### src/rtl/spi_rx_if.sv
// spi_rx_if: bundles the serial lines coming from spi_tx and the word-level
// valid/ready handshake toward the consumer.
//   spi_cs / spi_clk / spi_data : raw serial lines (cs active low, clk idle low)
//   rx_data / rx_valid / rx_ready : show-ahead FIFO head and pop handshake
//   frame_err / overflow          : one-cycle status pulses
//   busy                          : frame in progress
// The slave modport is the receiver side; the master modport is the environment
// that drives the serial lines and consumes words.
interface spi_rx_if #(
  parameter int DATA_W = 24
);
  logic              spi_cs;
  logic              spi_clk;
  logic              spi_data;
  logic [DATA_W-1:0] rx_data;
  logic              rx_valid;
  logic              rx_ready;
  logic              frame_err;
  logic              overflow;
  logic              busy;

  modport slave (
    input  spi_cs, spi_clk, spi_data, rx_ready,
    output rx_data, rx_valid, frame_err, overflow, busy
  );

  modport master (
    output spi_cs, spi_clk, spi_data, rx_ready,
    input  rx_data, rx_valid, frame_err, overflow, busy
  );
endinterface

### src/rtl/spi_rx.sv
// spi_rx: oversampling SPI receiver. Synchronizes cs/clk/data into the clk
// domain, shifts in MSB-first DATA_W-bit words on synchronized spi_clk rising
// edges, and queues completed words in a show-ahead FIFO drained by valid/ready.
// Ports:
//   clk  - single clock, rising edge
//   RST  - synchronous active-high reset
//   bus  - spi_rx_if.slave (serial lines in, word handshake and status out)
module spi_rx #(
  parameter int DATA_W      = 24,
  parameter int FIFO_DEPTH  = 4,
  parameter int SYNC_STAGES = 2
) (
  input  logic     clk,
  input  logic     RST,
  spi_rx_if.slave  bus
);
  localparam int CW = (DATA_W > 1) ? $clog2(DATA_W) : 1;
  localparam int AW = $clog2(FIFO_DEPTH);
  localparam logic [CW-1:0] LAST = CW'(DATA_W - 1);

  typedef enum logic {S_IDLE = 1'b0, S_RECV = 1'b1} state_t;

  // ---------------- synchronizers + edge history ----------------
  logic [SYNC_STAGES-1:0] r_cs_sync, r_clk_sync, r_dat_sync;
  logic                   r_cs_q, r_clk_q;
  logic                   w_cs, w_sclk, w_dat;
  logic                   w_cs_fall, w_cs_rise, w_clk_rise;

  always_ff @(posedge clk) begin
    if (RST) begin
      r_cs_sync  <= '1;
      r_clk_sync <= '0;
      r_dat_sync <= '0;
      r_cs_q     <= 1'b1;
      r_clk_q    <= 1'b0;
    end else begin
      r_cs_sync  <= {r_cs_sync[SYNC_STAGES-2:0],  bus.spi_cs};
      r_clk_sync <= {r_clk_sync[SYNC_STAGES-2:0], bus.spi_clk};
      r_dat_sync <= {r_dat_sync[SYNC_STAGES-2:0], bus.spi_data};
      r_cs_q     <= w_cs;
      r_clk_q    <= w_sclk;
    end
  end

  // Data needs no edge history: it is only sampled on clk edges.
  assign w_cs       = r_cs_sync[SYNC_STAGES-1];
  assign w_sclk     = r_clk_sync[SYNC_STAGES-1];
  assign w_dat      = r_dat_sync[SYNC_STAGES-1];
  assign w_cs_fall  =  r_cs_q & ~w_cs;
  assign w_cs_rise  = ~r_cs_q &  w_cs;
  assign w_clk_rise =  w_sclk & ~r_clk_q;

  // ---------------- frame FSM ----------------
  state_t          r_state, w_state_nxt;
  logic [CW-1:0]   r_cnt;
  logic            w_start, w_shift, w_end, w_ferr_set, w_busy;

  always_ff @(posedge clk) begin
    if (RST) r_state <= S_IDLE;
    else     r_state <= w_state_nxt;
  end

  always_comb begin
    w_state_nxt = r_state;
    case (r_state)
      S_IDLE: if (w_cs_fall) w_state_nxt = S_RECV;
      S_RECV: if (w_cs_rise) w_state_nxt = S_IDLE;
      default: w_state_nxt = S_IDLE;
    endcase
  end

  always_comb begin
    w_start    = (r_state == S_IDLE) && w_cs_fall;
    w_shift    = (r_state == S_RECV) && w_clk_rise;
    w_end      = (r_state == S_RECV) && w_cs_rise;
    w_ferr_set = w_end && (r_cnt != '0);
    // Registered state makes busy drop on the same edge frame_err rises.
    w_busy     = (r_state == S_RECV);
  end

  // ---------------- shift register / bit counter ----------------
  logic [DATA_W-1:0] r_shift, r_wr_data;
  logic              r_wr_req, r_ferr;

  always_ff @(posedge clk) begin
    if (RST) begin
      r_cnt     <= '0;
      r_shift   <= '0;
      r_wr_data <= '0;
      r_wr_req  <= 1'b0;
      r_ferr    <= 1'b0;
    end else begin
      r_wr_req <= 1'b0;
      r_ferr   <= w_ferr_set;
      if (w_start || w_end) begin
        // partial bits of a short frame are simply dropped here
        r_cnt   <= '0;
        r_shift <= '0;
      end else if (w_shift) begin
        r_shift <= {r_shift[DATA_W-2:0], w_dat};
        if (r_cnt == LAST) begin
          r_cnt     <= '0;
          r_wr_req  <= 1'b1;
          r_wr_data <= {r_shift[DATA_W-2:0], w_dat};
        end else begin
          r_cnt <= r_cnt + CW'(1);
        end
      end
    end
  end

  // ---------------- show-ahead FIFO ----------------
  logic [DATA_W-1:0] r_mem [FIFO_DEPTH];
  logic [AW:0]       r_wptr, r_rptr;
  logic              r_ovf;
  logic              w_empty, w_full, w_pop, w_push, w_drop;

  assign w_empty = (r_wptr == r_rptr);
  assign w_full  = (r_wptr[AW] != r_rptr[AW]) && (r_wptr[AW-1:0] == r_rptr[AW-1:0]);
  assign w_pop   = !w_empty && bus.rx_ready;
  // A pop in the same cycle frees the slot the push would otherwise lack.
  assign w_push  = r_wr_req && (!w_full || w_pop);
  assign w_drop  = r_wr_req && w_full && !w_pop;

  always_ff @(posedge clk) begin
    if (RST) begin
      r_wptr <= '0;
      r_rptr <= '0;
      r_ovf  <= 1'b0;
      for (int i = 0; i < FIFO_DEPTH; i++) r_mem[i] <= '0;
    end else begin
      r_ovf <= w_drop;
      if (w_push) begin
        r_mem[r_wptr[AW-1:0]] <= r_wr_data;
        r_wptr                <= r_wptr + 1'b1;
      end
      if (w_pop) r_rptr <= r_rptr + 1'b1;
    end
  end

  assign bus.rx_data   = r_mem[r_rptr[AW-1:0]];
  assign bus.rx_valid  = !w_empty;
  assign bus.frame_err = r_ferr;
  assign bus.overflow  = r_ovf;
  assign bus.busy      = w_busy;
endmodule

### src/flat_wrapper.sv
// flat-port wrapper written by rule: the top's interface ports become plain ports
module spi_rx_flat 
#(
  parameter int DATA_W      = 24,
  parameter int FIFO_DEPTH  = 4,
  parameter int SYNC_STAGES = 2
)
  (clk, RST, bus_spi_cs, bus_spi_clk, bus_spi_data, bus_rx_ready, bus_rx_data, bus_rx_valid, bus_frame_err, bus_overflow, bus_busy);
  spi_rx_if #(.DATA_W(DATA_W)) bus_i ();
  input  logic clk;
  input  logic RST;
  input wire logic [$bits(bus_i.spi_cs)-1:0] bus_spi_cs;
  input wire logic [$bits(bus_i.spi_clk)-1:0] bus_spi_clk;
  input wire logic [$bits(bus_i.spi_data)-1:0] bus_spi_data;
  input wire logic [$bits(bus_i.rx_ready)-1:0] bus_rx_ready;
  output wire logic [$bits(bus_i.rx_data)-1:0] bus_rx_data;
  output wire logic [$bits(bus_i.rx_valid)-1:0] bus_rx_valid;
  output wire logic [$bits(bus_i.frame_err)-1:0] bus_frame_err;
  output wire logic [$bits(bus_i.overflow)-1:0] bus_overflow;
  output wire logic [$bits(bus_i.busy)-1:0] bus_busy;
  assign bus_i.spi_cs = bus_spi_cs;
  assign bus_i.spi_clk = bus_spi_clk;
  assign bus_i.spi_data = bus_spi_data;
  assign bus_i.rx_ready = bus_rx_ready;
  assign bus_rx_data = bus_i.rx_data;
  assign bus_rx_valid = bus_i.rx_valid;
  assign bus_frame_err = bus_i.frame_err;
  assign bus_overflow = bus_i.overflow;
  assign bus_busy = bus_i.busy;
  spi_rx #(.DATA_W(DATA_W), .FIFO_DEPTH(FIFO_DEPTH), .SYNC_STAGES(SYNC_STAGES)) u_core (.clk(clk), .RST(RST), .bus(bus_i));
endmodule
### config.mk
export PLATFORM = sky130hd
export DESIGN_NAME = spi_rx_flat
export DESIGN_NICKNAME = d
export VERILOG_FILES = /design/src/rtl/spi_rx_if.sv /design/src/rtl/spi_rx.sv /design/src/flat_wrapper.sv
export SDC_FILE = /design/constraint.sdc
export NUM_CORES = 1
export LEC_CHECK = 0
export ABC_AREA = 1
export CAP_MARGIN = 20
export CORE_UTILIZATION = 54
export CTS_CLUSTER_SIZE = 10
export DETAILED_ROUTE_END_ITERATION = 8
export GPL_ROUTABILITY_DRIVEN = 0
export PLACE_DENSITY = 0.76
export SLEW_MARGIN = 20
export SYNTH_ARGS = -nofsm -noshare
export SYNTH_HDL_FRONTEND = slang
export SYNTH_SLANG_ARGS = --single-unit
export TNS_END_PERCENT = 5
### constraint.sdc
create_clock -name clk -period 2.7 [get_ports clk]
set_clock_uncertainty 0.2 [all_clocks]
set_input_delay 0.27 -clock clk [delete_from_list [all_inputs] [get_ports clk]]
set_output_delay 0.27 -clock clk [all_outputs]
set_load 0.02 [all_outputs]
# == Yosys cells after proc, flatten, opt, wreduce, memory -nomap -nowiden ==
# Memory sizes are Yosys's and may differ from the RTL's. A register that Yosys moved wholly into a read port is not among the register bits.
# Index checks and enable logic that the tools add are counted.
# word_totals
ram_bits,96
memories,1
output_inout_bits,28
mem_bits_ro,0
regBits,70
latchBits,0
# classes
magnitude_cmp,0
div_mod_pow,0
addsub,3
multipliers,0
n_eq_ne,4
n_mux,15
n_reduce_logical,19
n_bitwise,9
shift,0
# mem_list
name,words,width,rd,rd_clocked_by_memory_dff,write_ports,line_no,source
u_core.r_mem,4,24,1,1,4,spi_rx.sv:113,logic [DATA_W-1:0] r_mem [FIFO_DEPTH];
# op_table
op,n
2-to-1 mux 24 bit,1
OR reduction 24 bit,1
logical AND 1 bit,9
2-to-1 mux 1 bit,9
"adder 3 x 1 -> 3 bit, second input constant",2
2-to-1 mux 2 bit,3
NOT 1 bit,6
"adder 5 x 1 -> 5 bit, second input constant",1
"== test 5 bit, second input constant",1
2-to-1 mux 5 bit,1
nonzero test 5 bit,1
bitwise AND 1 bit,3
== test 3 bit,1
logical NOT 1 bit,3
AND reduction 3 bit,1
OR reduction 3 bit,1
== test 2 bit,1
logical OR 1 bit,2
case mux 1 bit (2 select lines),1
OR reduction 2 bit,1
!= test 1 bit,1

# == Longest topological paths before layout ==
# Gate-level depths: netlist (run 1).
# depth
depth_word,10
mapped_depth,9
depth_no_buf,9

# == Worst setup path after synthesis (run 1) ==
# Ideal clock, no wire load.
# synth_timing
path_type,reg-to-reg
startpoint,register u_core.r_wptr[1]
endpoint,memory u_core.r_mem[3][0] (enable)
path_buffers,0
path_stages_with_launch,9
period_less_slack_ns,2.725
setup_ns,0.405
setup_slack_ns,-0.025
t_arrival_ns,2.120
path_cell_list,dfxtp_1 inv_2 nand2_1 nand2_2 nor2_4 nand2_8 nand2_4 a21oi_1 nor2_1
# synth_lines
element,line_no,source
from (decl),spi_rx.sv:114,"logic [AW:0] r_wptr, r_rptr;"
from (signal assigned),spi_rx.sv:135,r_wptr <= r_wptr + 1'b1;
to (decl),spi_rx.sv:113,

==> results of run 1 <==
==> through the flow <==
stage	power, mW	hold slack, ns
after global routing	5.86	0.185
after floorplan	3.19	0.174
after global placement	3.45	0.193
after detailed placement	3.47	0.197
after CTS	5.69	0.157
final	5.67	0.167
==> per-layer routing <==
layer	part of all wire, %	GRT usage [%]
met5	0	0
met4	2.9	10.9
met3	6.2	4.50
met2	49	37.7
met1	42	29.2
==> logic make-up (layout without fill, tap and decap cells) <==
logic type	count (synthesis)	count (layout)	synth area share [%]
AOI/OAI and AO/OA	130	130	10.0
DFF	168	168	63.6
xor gates and xnor gates	3	3	0.386
and+or+nand+nor	313	313	19.3
buffers and inverters	90	138	5.98
adders and majority gates	4	4	0.736
==> worst paths after layout <==
check / startpoint / to / slack, ns / cells past startpoint
worst max-delay path: flip-flop / bus_rx_data[7] / 0.11 / 5
worst min-delay path: bus_spi_data / u_core.r_dat_sync[0] / 0.17 / 3
worst max register to register: u_core.r_wptr[0] / u_core.r_mem[3][22] / 0.69 / 9
worst min register to register: u_core.r_clk_sync[0] / u_core.r_clk_sync[1] / 0.21 / 2
==> registers in the layout, summed over array words and instances, names as in the netlist, 2 cells and up, named ones only <==
signal,cells
u_core.r_wr_data,24
u_core.r_clk_sync,2
u_core.r_wptr,3
u_core.r_mem,96
u_core.r_rptr,3
u_core.r_dat_sync,2
u_core.r_shift,23
u_core.r_cnt,5
u_core.r_cs_sync,2
==> layout make-up <==
cell class / count / area share, %
multi-input cells: 450 / 26.2
well taps: 168 / 2.66
inverters: 53 / 2.51
repair buffers: 53 / 6.94
flip-flops and latches: 168 / 54.6
clock buffers: 20 / 5.78
clock inverters: 12 / 1.30
==> what timing repair did <==
action	CTS	global route
pin swaps	0	0
gates resized for setup	1	1
hold buffers	0	0
endpoints found under the setup margin	1	1
==> power groups by stage <==
stage | sequential, mW | clock (mW) | combinational [mW]
after floorplan | 2.84 | 0 | 0.347
after global placement | 2.84 | 0 | 0.608
after detailed placement | 2.85 | 0 | 0.620
after CTS | 2.79 | 2.28 | 0.624
after global routing | 2.80 | 2.39 | 0.668
final | 2.79 | 2.26 | 0.617
==> cells in the final DEF (no fill, tap or decap), types with 3 or more instances in the layout <==
cell,count
sky130_fd_sc_hd__ha_1,4
sky130_fd_sc_hd__edfxtp_1,96
sky130_fd_sc_hd__buf_4,14
sky130_fd_sc_hd__clkbuf_16,18
sky130_fd_sc_hd__xor2_1,3
sky130_fd_sc_hd__clkdlybuf4s50_1,32
sky130_fd_sc_hd__nand2_2,6
sky130_fd_sc_hd__inv_1,49
sky130_fd_sc_hd__nand4_4,3
sky130_fd_sc_hd__dfxtp_1,72
sky130_fd_sc_hd__inv_2,3
sky130_fd_sc_hd__o21ai_1,3
sky130_fd_sc_hd__a21oi_1,28
sky130_fd_sc_hd__clkinv_2,5
sky130_fd_sc_hd__or2_2,3
sky130_fd_sc_hd__nand2_1,71
sky130_fd_sc_hd__nor2_1,210
sky130_fd_sc_hd__o21ai_0,75
sky130_fd_sc_hd__nand3_1,8
sky130_fd_sc_hd__o22ai_1,24
sky130_fd_sc_hd__clkinvlp_4,4
sky130_fd_sc_hd__buf_12,5
sky130_fd_sc_hd__nor3_1,3
==> critical path: stages (launching register included) <==
cell and delay (ns):
sky130_fd_sc_hd__dfxtp_1 0.31, sky130_fd_sc_hd__inv_1 0.24, sky130_fd_sc_hd__buf_4 0.24, sky130_fd_sc_hd__o21ai_0 0.11, sky130_fd_sc_hd__o22ai_1 0.16, sky130_fd_sc_hd__clkdlybuf4s50_1 0.64
==> metrics.md, run 1 <==
| Metric | Value |
|---|---|
| Total number of placement rows | 40 |
| Cell Int Power | 4.33 mW |
| Final Worst Setup Slack | 0.108 ns |
| Total routing usage reported by global routing | 22.9% |
| Post-Synthesis Mean Instance Area | 9.61 sq um |
| Distinct cells, synth | 30 |
| Switching pwr | 1.34 mW |
| RSZ-0062 raised after global routing | no |
| Post-synthesis sequential area ratio | 63.6% |
| Area growth from synthesis to final layout | 16.4% |
| Worst skew pair latency | 0.41 ns |
| Post-CTS setup buffer count | 0 |
| Post-route clock period utilization | 96.0% |
| Most instantiated cells after synthesis | sky130_fd_sc_hd__nor2_1 (211), sky130_fd_sc_hd__edfxtp_1 (96), sky130_fd_sc_hd__o21ai_0 (75) |
| Type of the worst setup path | reg2out |
| Die height | 114 microns |
| Worst Tran Pin Value | 0.357 ns |
| Routed wire length per instance | 15.0 microns |
| Number of inserted diodes | 0 |
| Total instance count after detailed placement | 892 |
| Net count, final | 753 |
| Largest cells by area after synthesis | sky130_fd_sc_hd__edfxtp_1 (42%), sky130_fd_sc_hd__dfxtp_1 (21%), sky130_fd_sc_hd__nor2_1 (12%), sky130_fd_sc_hd__o21ai_0 (5.5%), sky130_fd_sc_hd__nand2_1 (3.9%) |
| Maximum number of pins on one net before global-route repair | 49 |
| Proportion of layout cells with a drive suffix above 1 | 9.26% |
| Post-detailed-route via-to-cell ratio | 5.34 |
| Cell area after synthesis | 6800 sq um |
| Maximum Capacitance Violations | 0 |
| Worst Path Max Fanout | 11 |
| Drt initial violations | 486 |
| First-pass GRT wire length | 22700 microns |
| Total wire length after detailed routing | 13900 microns |
| DR vias | 4937 |
| Count of clock tree sinks | 168 |
| Main synth FF type | sky130_fd_sc_hd__edfxtp_1 |
| Port-buffer cells | 33 |
| Synthesized netlist cell count | 708 |
| Setup violations, final | 0 |
| Router iterations before antenna repair | 5 |
| Number of global-route vias before repair | 4723 |
| Clock power share | 39.9% |
| Core Region | 12200 sq um |
| Sequential group share of total power | 49.2% |
| Path class of the lowest-slack min-delay path | in2reg |
| Utilization of the core after routing | 65.1% |
| Flip-flop and latch count after synthesis | 168 |
| Total area of sequential cells | 4320 sq um |
| Maximum clock frequency | 386 MHz |
| Cell type contributing the most total cell area after synthesis | sky130_fd_sc_hd__edfxtp_1 |
| Post-Synthesis Net Count | 718 |
| Sort of element at the end of the critical path | primary output |
| Post-route cell area | 7920 sq um |
| Fraction of synthesized cell area taken by the top area cell type | 42.4% |
| Combinational Power Share | 10.9% |
| Crit path launch type | flip-flop |
| Total die area | 13000 sq um |
| Number of nets with antenna violations after detailed routing | 0 |
| Post-route insts no fill | 924 |
| Antenna violations before repair | 0 |
| Overflow after GRT | 0 |
| Residual DRC | 0 |
| Fraction of power spent switching nets | 23.6% |
| Placement Cell Area | 7350 sq um |
| Number of flops mapped to enable cells by yosys | 96 |
| CP required | 2.23 ns |
| Worst setup slack after placement | 0.411 ns |
| Critical path data arrival time | 2.12 ns |
| Layout filler cell count | 946 |
| Die W | 114 microns |
| Count of endpoints failing hold in the final timing report | 0 |
| Maximum count of clock buffers along a single path | 2 |
| Slew headroom | 76.0% |
| Area of the multi-input gates | 2070 sq um |
| Sum of negative setup slack | 0 ns |
| Depth of the CTS H-tree | 4 |
| CTS tree | built |
| Max-slew violation count | 0 |
| Clock-pin slew on the worst setup and hold paths | 0.06 ns |
| Most instantiated library cell after synthesis | sky130_fd_sc_hd__nor2_1 |
| Initial cell density of the core | 55.9% |
| Leakage | 2.71 nW |
| Number of clock buffers inserted by TritonCTS | 17 |
| HPWL after detailed placement | 8350 microns |
| Clock Root Buffer | sky130_fd_sc_hd__clkbuf_16 |
| Power per cell area | 717 nW/um^2 |
| Minimum clock period | 2.59 ns |
| Share of synthesized registers carrying an async set or reset | 0% |
| I/O pin total | 34 |
| Status | completed |
| IR drop worst, VDD | 0.340 mV |
| Ys Warns | 0 |
Power figures use the tool's default switching activity.
==> run 2: changes to the inputs <==
--- a/config.mk
+++ b/config.mk
@@ -7,11 +7,11 @@
 export LEC_CHECK = 0
 export ABC_AREA = 1
 export CAP_MARGIN = 20
-export CORE_UTILIZATION = 54
+export CORE_UTILIZATION = 64
 export CTS_CLUSTER_SIZE = 10
 export DETAILED_ROUTE_END_ITERATION = 8
 export GPL_ROUTABILITY_DRIVEN = 0
-export PLACE_DENSITY = 0.76
+export PLACE_DENSITY = 0.84
 export SLEW_MARGIN = 20
 export SYNTH_ARGS = -nofsm -noshare
 export SYNTH_HDL_FRONTEND = slang
==> constraint.sdc (replaced) <==
create_clock -name clk -period 3.1 [get_ports clk]
set_clock_uncertainty 0.2 [all_clocks]
set_input_delay 0.31 -clock clk [delete_from_list [all_inputs] [get_ports clk]]
set_output_delay 0.31 -clock clk [all_outputs]
set_load 0.02 [all_outputs]
==> metrics.md, run 2 (same netlist as run 1, synthesis figures left out) <==
| Metric | Value |
|---|---|
| R2R Setup Slk | 0.88 ns (was 0.69 ns) |
| Maximum Capacitance Violations | 0 (unchanged) |
| Fraction of power spent switching nets | 24.3% (was 23.6%) |
| Clock Root Buffer | sky130_fd_sc_hd__clkbuf_8 (was sky130_fd_sc_hd__clkbuf_16) |
| Met2 demand-to-capacity share in global routing | 47.3% (was 37.7%) |
| Worst skew pair latency | 0.52 ns (was 0.41 ns) |
| Commonest cells after routing, fill and taps aside | sky130_fd_sc_hd__nor2_1 (210), sky130_fd_sc_hd__edfxtp_1 (96), sky130_fd_sc_hd__o21ai_0 (75) (unchanged) |
| Cell Int Power | 3.76 mW (was 4.33 mW) |
| Post-detailed-route via-to-cell ratio | 5.63 (was 5.34) |
| Reg-to-Reg Start | u_core.r_cnt[1] (was u_core.r_wptr[0]) |
| Final Worst Setup Slack | 0.159 ns (was 0.108 ns) |
| Global-route layer with the greatest usage | met2 (unchanged) |
| Count of endpoints failing hold in the final timing report | 0 (unchanged) |
| Max FFs per register | 96 (unchanged) |
| Drt initial violations | 491 (was 486) |
| WHS | 0.0998 ns (was 0.167 ns) |
| Maximum clock frequency | 340 MHz |
| Largest registers | u_core.r_mem: 96 flops, u_core.r_wr_data: 24 flops, u_core.r_shift: 23 flops (unchanged) |
| Area growth from synthesis to final layout | 14.6% (was 16.4%) |
| Maximum count of clock buffers along a single path | 2 (unchanged) |
| Post-route clock period utilization | 94.9% |
| Largest reg by FF count | u_core.r_mem (unchanged) |
| CTS tree | built (unchanged) |
| Setup violations, final | 0 (unchanged) |
| Switching pwr | 1.21 mW (was 1.34 mW) |
| Layout filler cell count | 664 (was 946) |
| Max-slew violation count | 0 (unchanged) |
| Status | completed (unchanged) |
| GR Util met3 | 5.99% (was 4.50%) |
| Proportion of layout cells with a drive suffix above 1 | 8.92% (was 9.26%) |
| Total wire length after detailed routing | 14400 microns (was 13900 microns) |
| Post-route cell area | 7790 sq um (was 7920 sq um) |
| Clock-pin slew on the worst setup and hold paths | 0.06 ns (about the same) |
| Overflow after GRT | 0 (unchanged) |
| Port-buffer cells | 33 (unchanged) |
| Crit path launch type | flip-flop (unchanged) |
| Post-CTS setup buffer count | 0 (unchanged) |
| Met1 usage in global routing | 34.5% (was 29.2%) |
| Most frequent standard cell in the layout excluding fill and tap cells | sky130_fd_sc_hd__nor2_1 (unchanged) |
| Sum of negative setup slack | 0 ns (unchanged) |
| Die height | 105 microns (was 114 microns) |
| First-pass GRT wire length | 23400 microns (was 22700 microns) |
| Critical path data arrival time | 2.43 ns (was 2.12 ns) |
| Utilization of the core after routing | 75.5% (was 65.1%) |
| Sequential group share of total power | 49.0% (was 49.2%) |
| Leakage | 2.64 nW (was 2.71 nW) |
| Path class of the lowest-slack min-delay path | in2reg (unchanged) |
| Worst setup slack after placement | 0.559 ns (was 0.411 ns) |
| Net count, final | 748 (was 753) |
| Clock power share | 40.4% (was 39.9%) |
| Minimum clock period | 2.94 ns |
| Sort of element at the end of the critical path | primary output (unchanged) |
| Total number of placement rows | 37 (was 40) |
| Highest cell delay on the worst timing path | 0.65 ns (was 0.64 ns) |
| HPWL after detailed placement | 8370 microns (was 8350 microns) |
| Number of nets with antenna violations after detailed routing | 0 (unchanged) |
| Count of clock tree sinks | 168 (unchanged) |
| Number of gates resized after CTS | 0 (was 1) |
| Worst Path Max Fanout | 44 (was 11) |
| Terminus of the critical flop-to-flop path | u_core.r_wr_data[19] (was u_core.r_mem[3][22]) |
| Maximum number of pins on one net before global-route repair | 49 (unchanged) |
| Crit-path slowest cell | sky130_fd_sc_hd__clkdlybuf4s50_1 (unchanged) |
| Worst R2R Path Depth | 8 (was 9) |
| Critical path capture point | bus_rx_data[15] (was bus_rx_data[7]) |
| Number of clock buffers inserted by TritonCTS | 17 (unchanged) |
| Total routing usage reported by global routing | 27.8% (was 22.9%) |
| Slew headroom | 49.7% (was 76.0%) |
| Antenna violations before repair | 0 (unchanged) |
| Routed wire length per instance | 16.2 microns (was 15.0 microns) |
| Hold_buf cts | 0 (unchanged) |
| DR vias | 4992 (was 4937) |
| Residual DRC | 0 (unchanged) |
| Number of inserted diodes | 0 (unchanged) |
| Number of global-route vias before repair | 4821 (was 4723) |
| Cell-by-cell trace of the critical path | buf_4 -> o21ai_0 -> o22ai_1 -> clkdlybuf4s50_1 (was inv_1 -> buf_4 -> o21ai_0 -> o22ai_1 -> clkdlybuf4s50_1) |
| Core Region | 10300 sq um (was 12200 sq um) |
| RSZ-0062 raised after global routing | no (unchanged) |
| Total die area | 11000 sq um (was 13000 sq um) |
| Type of the worst setup path | reg2out (unchanged) |
| Depth of the CTS H-tree | 4 (unchanged) |
| Die W | 105 microns (was 114 microns) |
| Router iterations before antenna repair | 5 (unchanged) |
| Worst Tran Pin Value | 0.754 ns (was 0.357 ns) |
| Initial cell density of the core | 65.9% (was 55.9%) |
| Placement Cell Area | 7220 sq um (was 7350 sq um) |
| CP required | 2.59 ns (was 2.23 ns) |
| IR drop worst, VDD | 0.349 mV (was 0.340 mV) |
| Combinational Power Share | 10.6% (was 10.9%) |
| Power per cell area | 638 nW/um^2 (was 717 nW/um^2) |
| I/O pin total | 34 (unchanged) |
-- run 2: cell types whose count changed in the layout (fill, tap and decap cells not counted), sizes merged --
| cell | before | now |
|---|---|---|
| dlymetal6s2s | 1 | 0 |
| clkdlybuf4s50 | 32 | 33 |
| buf | 20 | 15 |
| clkinv | 8 | 5 |
| clkbuf | 20 | 17 |
| bufinv | 1 | 2 |
| clkinvlp | 4 | 8 |
| inv | 52 | 53 |
-- run 2: critical path: cells and delay by family (launching register included) --
| kind | cells | cell delay [ns] |
|---|---|---|
| AOI/OAI and AO/OA | 2 | 0.42 |
| DFF | 1 | 0.41 |
| buffers and inverters | 2 | 1.07 |
-- run 2: per-stage QoR --
step / cells / total power [mW]
final: 887 / 4.97
after global routing: 887 / 5.11
after CTS: 887 / 4.97
after detailed placement: 855 / 3.00
after global placement: 855 / 2.98
after floorplan: 708 / 2.78
-- run 2: worst min-delay path by stage --
stage / start / end / slack, ns / cells after the start
3_5_place_dp: u_core.r_dat_sync[0] / u_core.r_dat_sync[1] / 0.20 / 2
3_3_place_gp: u_core.r_cs_sync[0] / u_core.r_cs_sync[1] / 0.20 / 1
6_report: bus_spi_data / u_core.r_dat_sync[0] / 0.1 / 3
2_1_floorplan: u_core.r_clk_sync[0] / u_core.r_clk_sync[1] / 0.19 / 2
5_1_grt: bus_spi_data / u_core.r_dat_sync[0] / 0.12 / 3
4_1_cts: bus_spi_data / u_core.r_dat_sync[0] / 0.09 / 3
-- run 2: layout make-up --
class	instances	area, sq um	share of cell area [%]
Clock inverter	15	155	1.99
Tap cell	136	170	2.18
Timing Repair Buffer	48	455	5.85
Multi-Input combinational cell	450	2070	26.6
Clock buffer	17	414	5.32
Sequential cell	168	4320	55.5
Inverter	53	199	2.55
-- run 2: routing by layer --
layer	up-vias	routed length [microns]	share of wire [%]
met3	30	831	5.8
met2	188	7390	51
met1	2371	5820	40
met5	-	0	0
met4	0	342	2.4
li1	2403	-	-
-- run 2: power by group through the flow --
stage | Combinational (mW) | Sequential (mW) | Clock [mW]
3_5_place_dp | 0.521 | 2.48 | 0
5_1_grt | 0.565 | 2.44 | 2.11
4_1_cts | 0.526 | 2.44 | 2.01
2_1_floorplan | 0.302 | 2.47 | 0
3_3_place_gp | 0.502 | 2.48 | 0
6_report | 0.526 | 2.44 | 2.01
